File: src/rtl/frame_buf_manager.sv
// N-way frame-buffer rotation between a camera writer and a display reader.
// Hands the writer a free DDR base and the reader the newest completed frame.
module frame_buf_manager #(
  parameter int          NUM_BUF    = 3,
  parameter logic [31:0] BASE_ADDR  = 32'h0100_0000,
  parameter logic [31:0] BUF_STRIDE = 32'h0010_0000,
  parameter int          CNT_W      = 16
) (
  input  logic             clk_100Mhz,
  input  logic             sys_rst_n,
  input  logic             wr_frame_done,
  input  logic             rd_vsync_pulse,
  input  logic             freeze,
  output logic [31:0]      wr_base_addr,
  output logic [31:0]      rd_base_addr,
  output logic [2:0]       wr_idx,
  output logic [2:0]       rd_idx,
  output logic             ready_valid,
  output logic [CNT_W-1:0] frames_written,
  output logic [CNT_W-1:0] frames_dropped,
  output logic [CNT_W-1:0] frames_repeated
);

  localparam logic [2:0]       LAST_IDX = 3'(NUM_BUF - 1);
  localparam logic [CNT_W-1:0] CNT_MAX  = {CNT_W{1'b1}};
  localparam logic [CNT_W-1:0] CNT_ONE  = {{(CNT_W-1){1'b0}}, 1'b1};

  function automatic logic [2:0] next_idx(input logic [2:0] i);
    return (i == LAST_IDX) ? 3'd0 : i + 3'd1;
  endfunction

  function automatic logic [31:0] addr_of(input logic [2:0] i);
    return BASE_ADDR + {29'd0, i} * BUF_STRIDE;
  endfunction

  function automatic logic [CNT_W-1:0] sat_inc(input logic [CNT_W-1:0] c, input logic en);
    return (en && (c != CNT_MAX)) ? c + CNT_ONE : c;
  endfunction

  // Frame-done crosses from the pixel clock: two sync flops plus one for edge detect.
  logic sync1_reg, sync2_reg, sync3_reg;
  logic done_pulse;
  assign done_pulse = sync2_reg & ~sync3_reg;

  logic [2:0]       wr_idx_reg, rd_idx_reg, ready_idx_reg;
  logic             ready_valid_reg;
  logic [31:0]      wr_base_reg, rd_base_reg;
  logic [CNT_W-1:0] written_reg, dropped_reg, repeated_reg;

  logic       consume;
  logic [2:0] rd_next, wr_step, wr_next, ready_idx_next;
  logic       ready_valid_next;
  logic       dropped_inc, repeated_inc;

  // Reader decides first on pre-edge state; the writer then avoids whatever the reader will hold.
  always_comb begin
    consume          = rd_vsync_pulse & ~freeze & ready_valid_reg;
    rd_next          = consume ? ready_idx_reg : rd_idx_reg;
    wr_step          = next_idx(wr_idx_reg);
    wr_next          = wr_idx_reg;
    ready_idx_next   = ready_idx_reg;
    ready_valid_next = ready_valid_reg & ~consume;
    if (done_pulse) begin
      wr_next          = (wr_step == rd_next) ? next_idx(wr_step) : wr_step;
      ready_idx_next   = wr_idx_reg;
      ready_valid_next = 1'b1;
    end
    dropped_inc  = done_pulse & ready_valid_reg & ~consume;
    repeated_inc = rd_vsync_pulse & ~consume;
  end

  always_ff @(posedge clk_100Mhz) begin
    if (!sys_rst_n) begin
      sync1_reg       <= 1'b0;
      sync2_reg       <= 1'b0;
      sync3_reg       <= 1'b0;
      wr_idx_reg      <= 3'd0;
      rd_idx_reg      <= LAST_IDX;
      ready_idx_reg   <= LAST_IDX;
      ready_valid_reg <= 1'b0;
      wr_base_reg     <= addr_of(3'd0);
      rd_base_reg     <= addr_of(LAST_IDX);
      written_reg     <= '0;
      dropped_reg     <= '0;
      repeated_reg    <= '0;
    end else begin
      sync1_reg       <= wr_frame_done;
      sync2_reg       <= sync1_reg;
      sync3_reg       <= sync2_reg;
      wr_idx_reg      <= wr_next;
      rd_idx_reg      <= rd_next;
      ready_idx_reg   <= ready_idx_next;
      ready_valid_reg <= ready_valid_next;
      // Addresses derive from the next index so they land on the same edge as the index.
      wr_base_reg     <= addr_of(wr_next);
      rd_base_reg     <= addr_of(rd_next);
      written_reg     <= sat_inc(written_reg, done_pulse);
      dropped_reg     <= sat_inc(dropped_reg, dropped_inc);
      repeated_reg    <= sat_inc(repeated_reg, repeated_inc);
    end
  end

  assign wr_idx          = wr_idx_reg;
  assign rd_idx          = rd_idx_reg;
  assign ready_valid     = ready_valid_reg;
  assign wr_base_addr    = wr_base_reg;
  assign rd_base_addr    = rd_base_reg;
  assign frames_written  = written_reg;
  assign frames_dropped  = dropped_reg;
  assign frames_repeated = repeated_reg;

endmodule

File: config.mk
export PLATFORM = sky130hd
export DESIGN_NAME = frame_buf_manager
export DESIGN_NICKNAME = d
export VERILOG_FILES = /design/src/rtl/frame_buf_manager.sv
export SDC_FILE = /design/constraint.sdc
export NUM_CORES = 1
export LEC_CHECK = 0
export ABC_AREA = 1
export ABC_CLOCK_PERIOD_IN_PS = 3200
export CAP_MARGIN = 20
export CORE_MARGIN = 2
export CORE_UTILIZATION = 35
export CTS_BUF_LIST = sky130_fd_sc_hd__clkbuf_8
export DETAILED_ROUTE_END_ITERATION = 8
export GPL_TIMING_DRIVEN = 0
export HOLD_SLACK_MARGIN = 0.12
export PLACE_DENSITY = 0.69
export RECOVER_POWER = 100
export SYNTH_ARGS = -nofsm -noshare
export SYNTH_HDL_FRONTEND = slang
export SYNTH_SLANG_ARGS = --single-unit
File: constraint.sdc
create_clock -name clk_100Mhz -period 3.2 [get_ports clk_100Mhz]
set_input_delay 0.32 -clock clk_100Mhz [delete_from_list [all_inputs] [get_ports clk_100Mhz]]
set_output_delay 0.32 -clock clk_100Mhz [all_outputs]
set_load 0.01 [all_outputs]
==> flow_metrics.env, run 1 <==
export IMPL_critPathLaunch="frames_written[0]"
export IMPL_ys_flop_type="dfxtp_1"
export IMPL_min_path_type="in -> reg"
export IMPL_fin_crit_sh_pct=67.84
export IMPL_diodes=0
export IMPL_yosys_area_top_type="dfxtp_1"
export IMPL_hpwlAfterDp_um=6788
export IMPL_clkSinkCount=61
export IMPL_initial_utilization_pct=35.83
export IMPL_drtAntennaViolNets=0
export IMPL_final_common_cell="nand2_1"
export IMPL_wl_per_cell_um=11.09
export IMPL_antenna_found_initial=0
export IMPL_num_io_pins=124
export IMPL_syn_instance_count=536
export IMPL_cts_tree="built"
export IMPL_cp_end_kind="flop"
export IMPL_criticalPathCategory="reg -> reg"
export IMPL_syn2layout_area_growth_pct=32.49
export IMPL_overflow=0
export IMPL_ctsRootBufferMaster="clkbuf_8"
export IMPL_first_iter_violations=126
export IMPL_hp_start="sys_rst_n"
export IMPL_crit_path_start_kind="flop"
export IMPL_power_total_w=0.001677
export IMPL_synth_edf_count=0
export IMPL_arrival_ns=2.43
export IMPL_yosysUniqueCellTypes=35
export IMPL_final_cell_area_um2=4857
export IMPL_synth_top_area_share_pct=33.31
export IMPL_gp_congestion=0.8728
export IMPL_clk_latency_ns=0.33
export IMPL_setup_viol=0
export IMPL_synth_seq_cells=61
export IMPL_ctsHoldBuffers=0
export IMPL_required_ns=3.46
export IMPL_viasPerCell=4.498
export IMPL_worst_slew_pin_slew_ns=0.7550
export IMPL_synth_area_top_cells="dfxtp_1, buf_4, nand2_1"
export IMPL_yosysSeqAreaShare_pct=33.31
export IMPL_die_area_um2=11310
export IMPL_path_max_fanout=10
export IMPL_die_w_um=106.3
export IMPL_clock_skew_ns=0.01338
export IMPL_postCtsResizedCells=0
export IMPL_ir_drop_mv=0.2823
export IMPL_coreArea_um2=10230
export IMPL_dp_slack_ns=1.148
export IMPL_htreeDepth=3
export IMPL_post_route_min_period_ns=2.171
export IMPL_r2r_start="frames_written[0]"
export IMPL_cap_violations=0
export IMPL_grtUsageTotal_pct=16.04
export IMPL_wirelength_um=8962
export IMPL_slew_headroom_pct=49.66
export IMPL_place_area_um2=4687
export IMPL_rsz0062_at_grt="no"
export IMPL_cts_setup_buffers=0
export IMPL_drcViolationCount=0
export IMPL_ys_async_sr_fraction_pct=0
export IMPL_netlist_area_um2=3666
export IMPL_hold_viol=0
export IMPL_slew_violations=0
export IMPL_yosys_warnings=0
export IMPL_vias=3634
export IMPL_grt_pass1_vias=3251
export IMPL_grt_max_degree=11
export IMPL_clock_fmax_ghz=0.4606
export IMPL_die_h_um=106.3
export IMPL_io_buffer_count=64
export IMPL_layout_common_cells="nand2_1, buf_4, dlygate4sd3_1"
export IMPL_power_leakage_nw=2.153
export IMPL_drive_gt1_share_pct=13.54
export IMPL_cts_buffers=9
export IMPL_rows=37
export IMPL_p_per_area_nw_per_um2=345.3
export IMPL_run_status="finished, final reports clean"
export IMPL_first_pass_iters=5
export IMPL_fin_ws_ns=1.029
export IMPL_timing_setup_tns_ns=0
export IMPL_clk_pin_slew_ns=0.07
export IMPL_fin_nets=675
export IMPL_clockBufferDepth=2
export IMPL_grt_pass1_wl_um=14830
export IMPL_syn_area_per_cell_um2=6.840
[report_power, final]
part           total [W]  switching (W)  leakage [nW]  internal (W)
clock network   0.000726       0.000306         0.110      0.000420
logic           0.000173      0.0000980          1.55     0.0000752
registers       0.000778     0.00000972         0.493      0.000768
total            0.00168       0.000414          2.15       0.00126
[layer usage]
layer	vias to the layer above	wire length [um]	track usage [%]
li1	1884	-	-
met4	0	110	4.699
met5	-	0	0
met2	134	4138	26.19
met3	10	587	4.537
met1	1606	4126	20.56
[cells by family after synthesis]
family                   share of synthesized area (%)
AO/OA/AOI/OAI                                    10.31
XOR/XNOR                                         2.867
adder cells (fa/ha/maj)                          1.024
buffers and inverters                            20.85
flip-flops                                       33.31
other                                           0.2049
AND/OR/NAND/NOR                                  31.43
[synth_stat cells (4+ instances only)]
library cell    n
nand2_1       114
buf_4          66
dfxtp_1        61
inv_1          57
nor2_1         46
nand3_1        31
a21oi_1        30
nor3_1         29
o21ai_0        25
nand4_1        16
xor2_1          7
a21oi_2         5
xnor2_1         5
clkbuf_1        4
nor3b_1         4
[worst paths after layout]
| kind | endpoint | slack (ns) | cells after the start |
|---|---|---|---|
| worst min register to register | sync3_reg | 0.43 | 2 |
| worst max-delay path | frames_written[8] | 1.03 | 8 |
| worst min-delay path | frames_repeated[3] | 0.33 | 3 |
| worst max register to register | frames_written[8] | 1.03 | 8 |
[critical path, cell delays in order, from the launching register on]
cell,delay [ns]
dfxtp_1,0.41
ha_1,0.19
inv_1,0.07
nor3_1,0.55
nand3_2,0.13
nand2_1,0.33
buf_6,0.21
nand2_1,0.07
a21oi_2,0.13
[per-stage QoR]
stage | hold WS (ns) | cells | util (%)
final | 0.3255 | 808 | 47.47
after CTS | 0.3234 | 808 | 47.88
after floorplan | 0.3905 | 592 | -
after global placement | 0.4009 | 792 | 45.81
after global routing | 0.3386 | 808 | 47.47
after detailed placement | 0.4195 | 792 | 45.81
[layout make-up]
| type | instances | area [um^2] |
|---|---|---|
| inverters | 62 | 235.2 |
| multi-input cells | 396 | 1857 |
| clock buffers | 12 | 165.2 |
| flip-flops and latches | 61 | 1221 |
| clock inverters | 4 | 46.29 |
| fillers | 1059 | 5374 |
| repair buffers | 64 | 640.6 |
| well taps | 136 | 170.2 |
| plain buffers | 73 | 521.8 |
(Power assumes the default switching activity.)
==> inputs of run 2 (changes only) <==
--- a/config.mk
+++ b/config.mk
@@ -6,7 +6,7 @@
 export NUM_CORES = 1
 export LEC_CHECK = 0
 export ABC_AREA = 1
-export ABC_CLOCK_PERIOD_IN_PS = 3200
+export ABC_CLOCK_PERIOD_IN_PS = 1800
 export CAP_MARGIN = 20
 export CORE_MARGIN = 2
 export CORE_UTILIZATION = 35
@@ -14,7 +14,7 @@
 export DETAILED_ROUTE_END_ITERATION = 8
 export GPL_TIMING_DRIVEN = 0
 export HOLD_SLACK_MARGIN = 0.12
-export PLACE_DENSITY = 0.69
+export PLACE_DENSITY = 0.72
 export RECOVER_POWER = 100
 export SYNTH_ARGS = -nofsm -noshare
 export SYNTH_HDL_FRONTEND = slang
==> constraint.sdc (replaced) <==
create_clock -name clk_100Mhz -period 1.8 [get_ports clk_100Mhz]
set_input_delay 0.18 -clock clk_100Mhz [delete_from_list [all_inputs] [get_ports clk_100Mhz]]
set_output_delay 0.18 -clock clk_100Mhz [all_outputs]
set_load 0.01 [all_outputs]
==> flow_metrics.env, run 2 (synthesis gave the netlist of run 1 again) <==
export IMPL_required_ns=2.03
export IMPL_path_delay_family="simple AND/OR/NAND/NOR gates"
export IMPL_slew_violations=0
export IMPL_coreArea_um2=10230
export IMPL_criticalPathCategory="reg -> reg"
export IMPL_holdWs_ns=0.1804
export IMPL_grt_pass1_vias=3175
export IMPL_grtUsageTotal_pct=15.61
export IMPL_cpPeakStageDelay_ns=0.39
export IMPL_gp_congestion=0.8523
export IMPL_first_iter_violations=95
export IMPL_wl_per_cell_um=11.23
export IMPL_drive_gt1_share_pct=16.07
export IMPL_rows=37
export IMPL_wirelength_um=9076
export IMPL_io_buffer_count=64
export IMPL_fin_crit_sh_pct=93.70
export IMPL_diodes=0
export IMPL_final_cells=808
export IMPL_overflow=0
export IMPL_drtAntennaViolNets=0
export IMPL_clk_pin_slew_ns=0.07
export IMPL_grt_pass1_wl_um=14390
export IMPL_slowest_stage="dfxtp_1"
export IMPL_seqCellArea_um2=1224
export IMPL_hold_viol=0
export IMPL_clkSinkCount=61
export IMPL_run_status="finished, final reports clean"
export IMPL_ctsRootBufferMaster="clkbuf_8"
export IMPL_cap_violations=0
export IMPL_viasPerCell=4.516
export IMPL_antenna_found_initial=0
export IMPL_arrival_ns=1.92
export IMPL_num_io_pins=124
export IMPL_htreeDepth=3
export IMPL_layout_common_cells="nand2_1, buf_4, dfxtp_1"
export IMPL_min_path_type="in -> reg"
export IMPL_drcViolationCount=0
export IMPL_cts_tree="built"
export IMPL_die_area_um2=11310
export IMPL_worst_slew_pin_slew_ns=0.7304
export IMPL_hpwlAfterDp_um=6739
export IMPL_setup_viol=0
export IMPL_crit_path_start_kind="flop"
export IMPL_crit_buf_inv=1
export IMPL_clock_fmax_ghz=0.5929
export IMPL_initial_utilization_pct=35.83
export IMPL_ir_drop_mv=0.4326
export IMPL_clk_latency_ns=0.34
export IMPL_syn2layout_area_growth_pct=34.61
export IMPL_path_max_fanout=10
export IMPL_worstPathCellList="ha_2, nand3_1, nor2_1, nand3_1, nand2_2, buf_4, nor2_1, o21ai_0, a21oi_1"
export IMPL_fin_nets=675
export IMPL_clockBufferDepth=2
export IMPL_cp_end_kind="flop"
export IMPL_cts_buffers=9
export IMPL_slew_headroom_pct=51.30
export IMPL_final_common_cell="nand2_1"
export IMPL_p_per_area_nw_per_um2=626.1
export IMPL_die_w_um=106.3
export IMPL_first_pass_iters=5
export IMPL_timing_setup_tns_ns=0
export IMPL_clock_skew_ns=0.003926
export IMPL_place_inst=792
export IMPL_grt_max_degree=11
export IMPL_multi_input_comb_area_um2=1911
export IMPL_power_leakage_nw=2.154
export IMPL_die_h_um=106.3
export IMPL_post_route_min_period_ns=1.687
export IMPL_fill_cells=1026
export IMPL_vias=3649
-- run 2: metal layers --
| metal | track usage (%) | vias to the layer above | wire length, um |
|---|---|---|---|
| met5 | 0 | - | 0 |
| met4 | 6.673 | 0 | 161 |
| met3 | 2.882 | 15 | 571 |
| met2 | 25.96 | 137 | 4125 |
| met1 | 19.74 | 1610 | 4218 |
| li1 | - | 1887 | - |
-- run 2: repair_timing --
item | 4_1_cts | 5_1_grt
endpoints found under the setup margin | 0 | 21
hold buffers | 0 | 0
setup buffers | 0 | 0
gates resized for setup | 0 | 10
-- run 2: through the flow --
step / power, W / utilization [%] / worst slack [ns] / instance area (um^2)
final: 0.003090 / 48.23 / 0.1134 / 4935
after global routing: 0.003199 / 48.23 / -0.006205 / 4935
after CTS: 0.003110 / 48.01 / 0.002338 / 4912
after detailed placement: 0.001725 / 45.81 / -0.08243 / 4687
after global placement: 0.001722 / 45.81 / -0.08236 / 4687
after floorplan: 0.001655 / - / 0.2387 / 3876
-- run 2: worst min-delay path, stage by stage --
cell and delay (ns):
clkbuf_1 0.15, o21ai_0 0.11, a21oi_1 0.04
-- run 2: layout make-up --
type	instances	share of cell area (%)
Timing Repair Buffer	64	12.98
Clock inverter	5	1.496
Sequential cell	61	24.80
Multi-Input combinational cell	396	38.72
Clock buffer	11	3.068
Tap cell	136	3.448
Buffer	73	10.73
Inverter	62	4.767
-- run 2: worst paths after layout --
| path | slack (ns) | endpoint | from | depth (start not counted) |
|---|---|---|---|---|
| worst min-delay path | 0.18 | ready_idx_reg[0] | sys_rst_n | 3 |
| worst max register to register | 0.11 | frames_repeated[3] | frames_repeated[0] | 9 |
| worst max-delay path | 0.11 | frames_repeated[3] | frames_repeated[0] | 9 |
| worst min register to register | 0.42 | sync3_reg | sync2_reg | 2 |
-- run 2: power by group --
group          internal (W)  switching, W  leakage (nW)
clock              0.000845      0.000546         0.121
sequential          0.00137     0.0000171         0.494
combinational      0.000139      0.000176          1.54
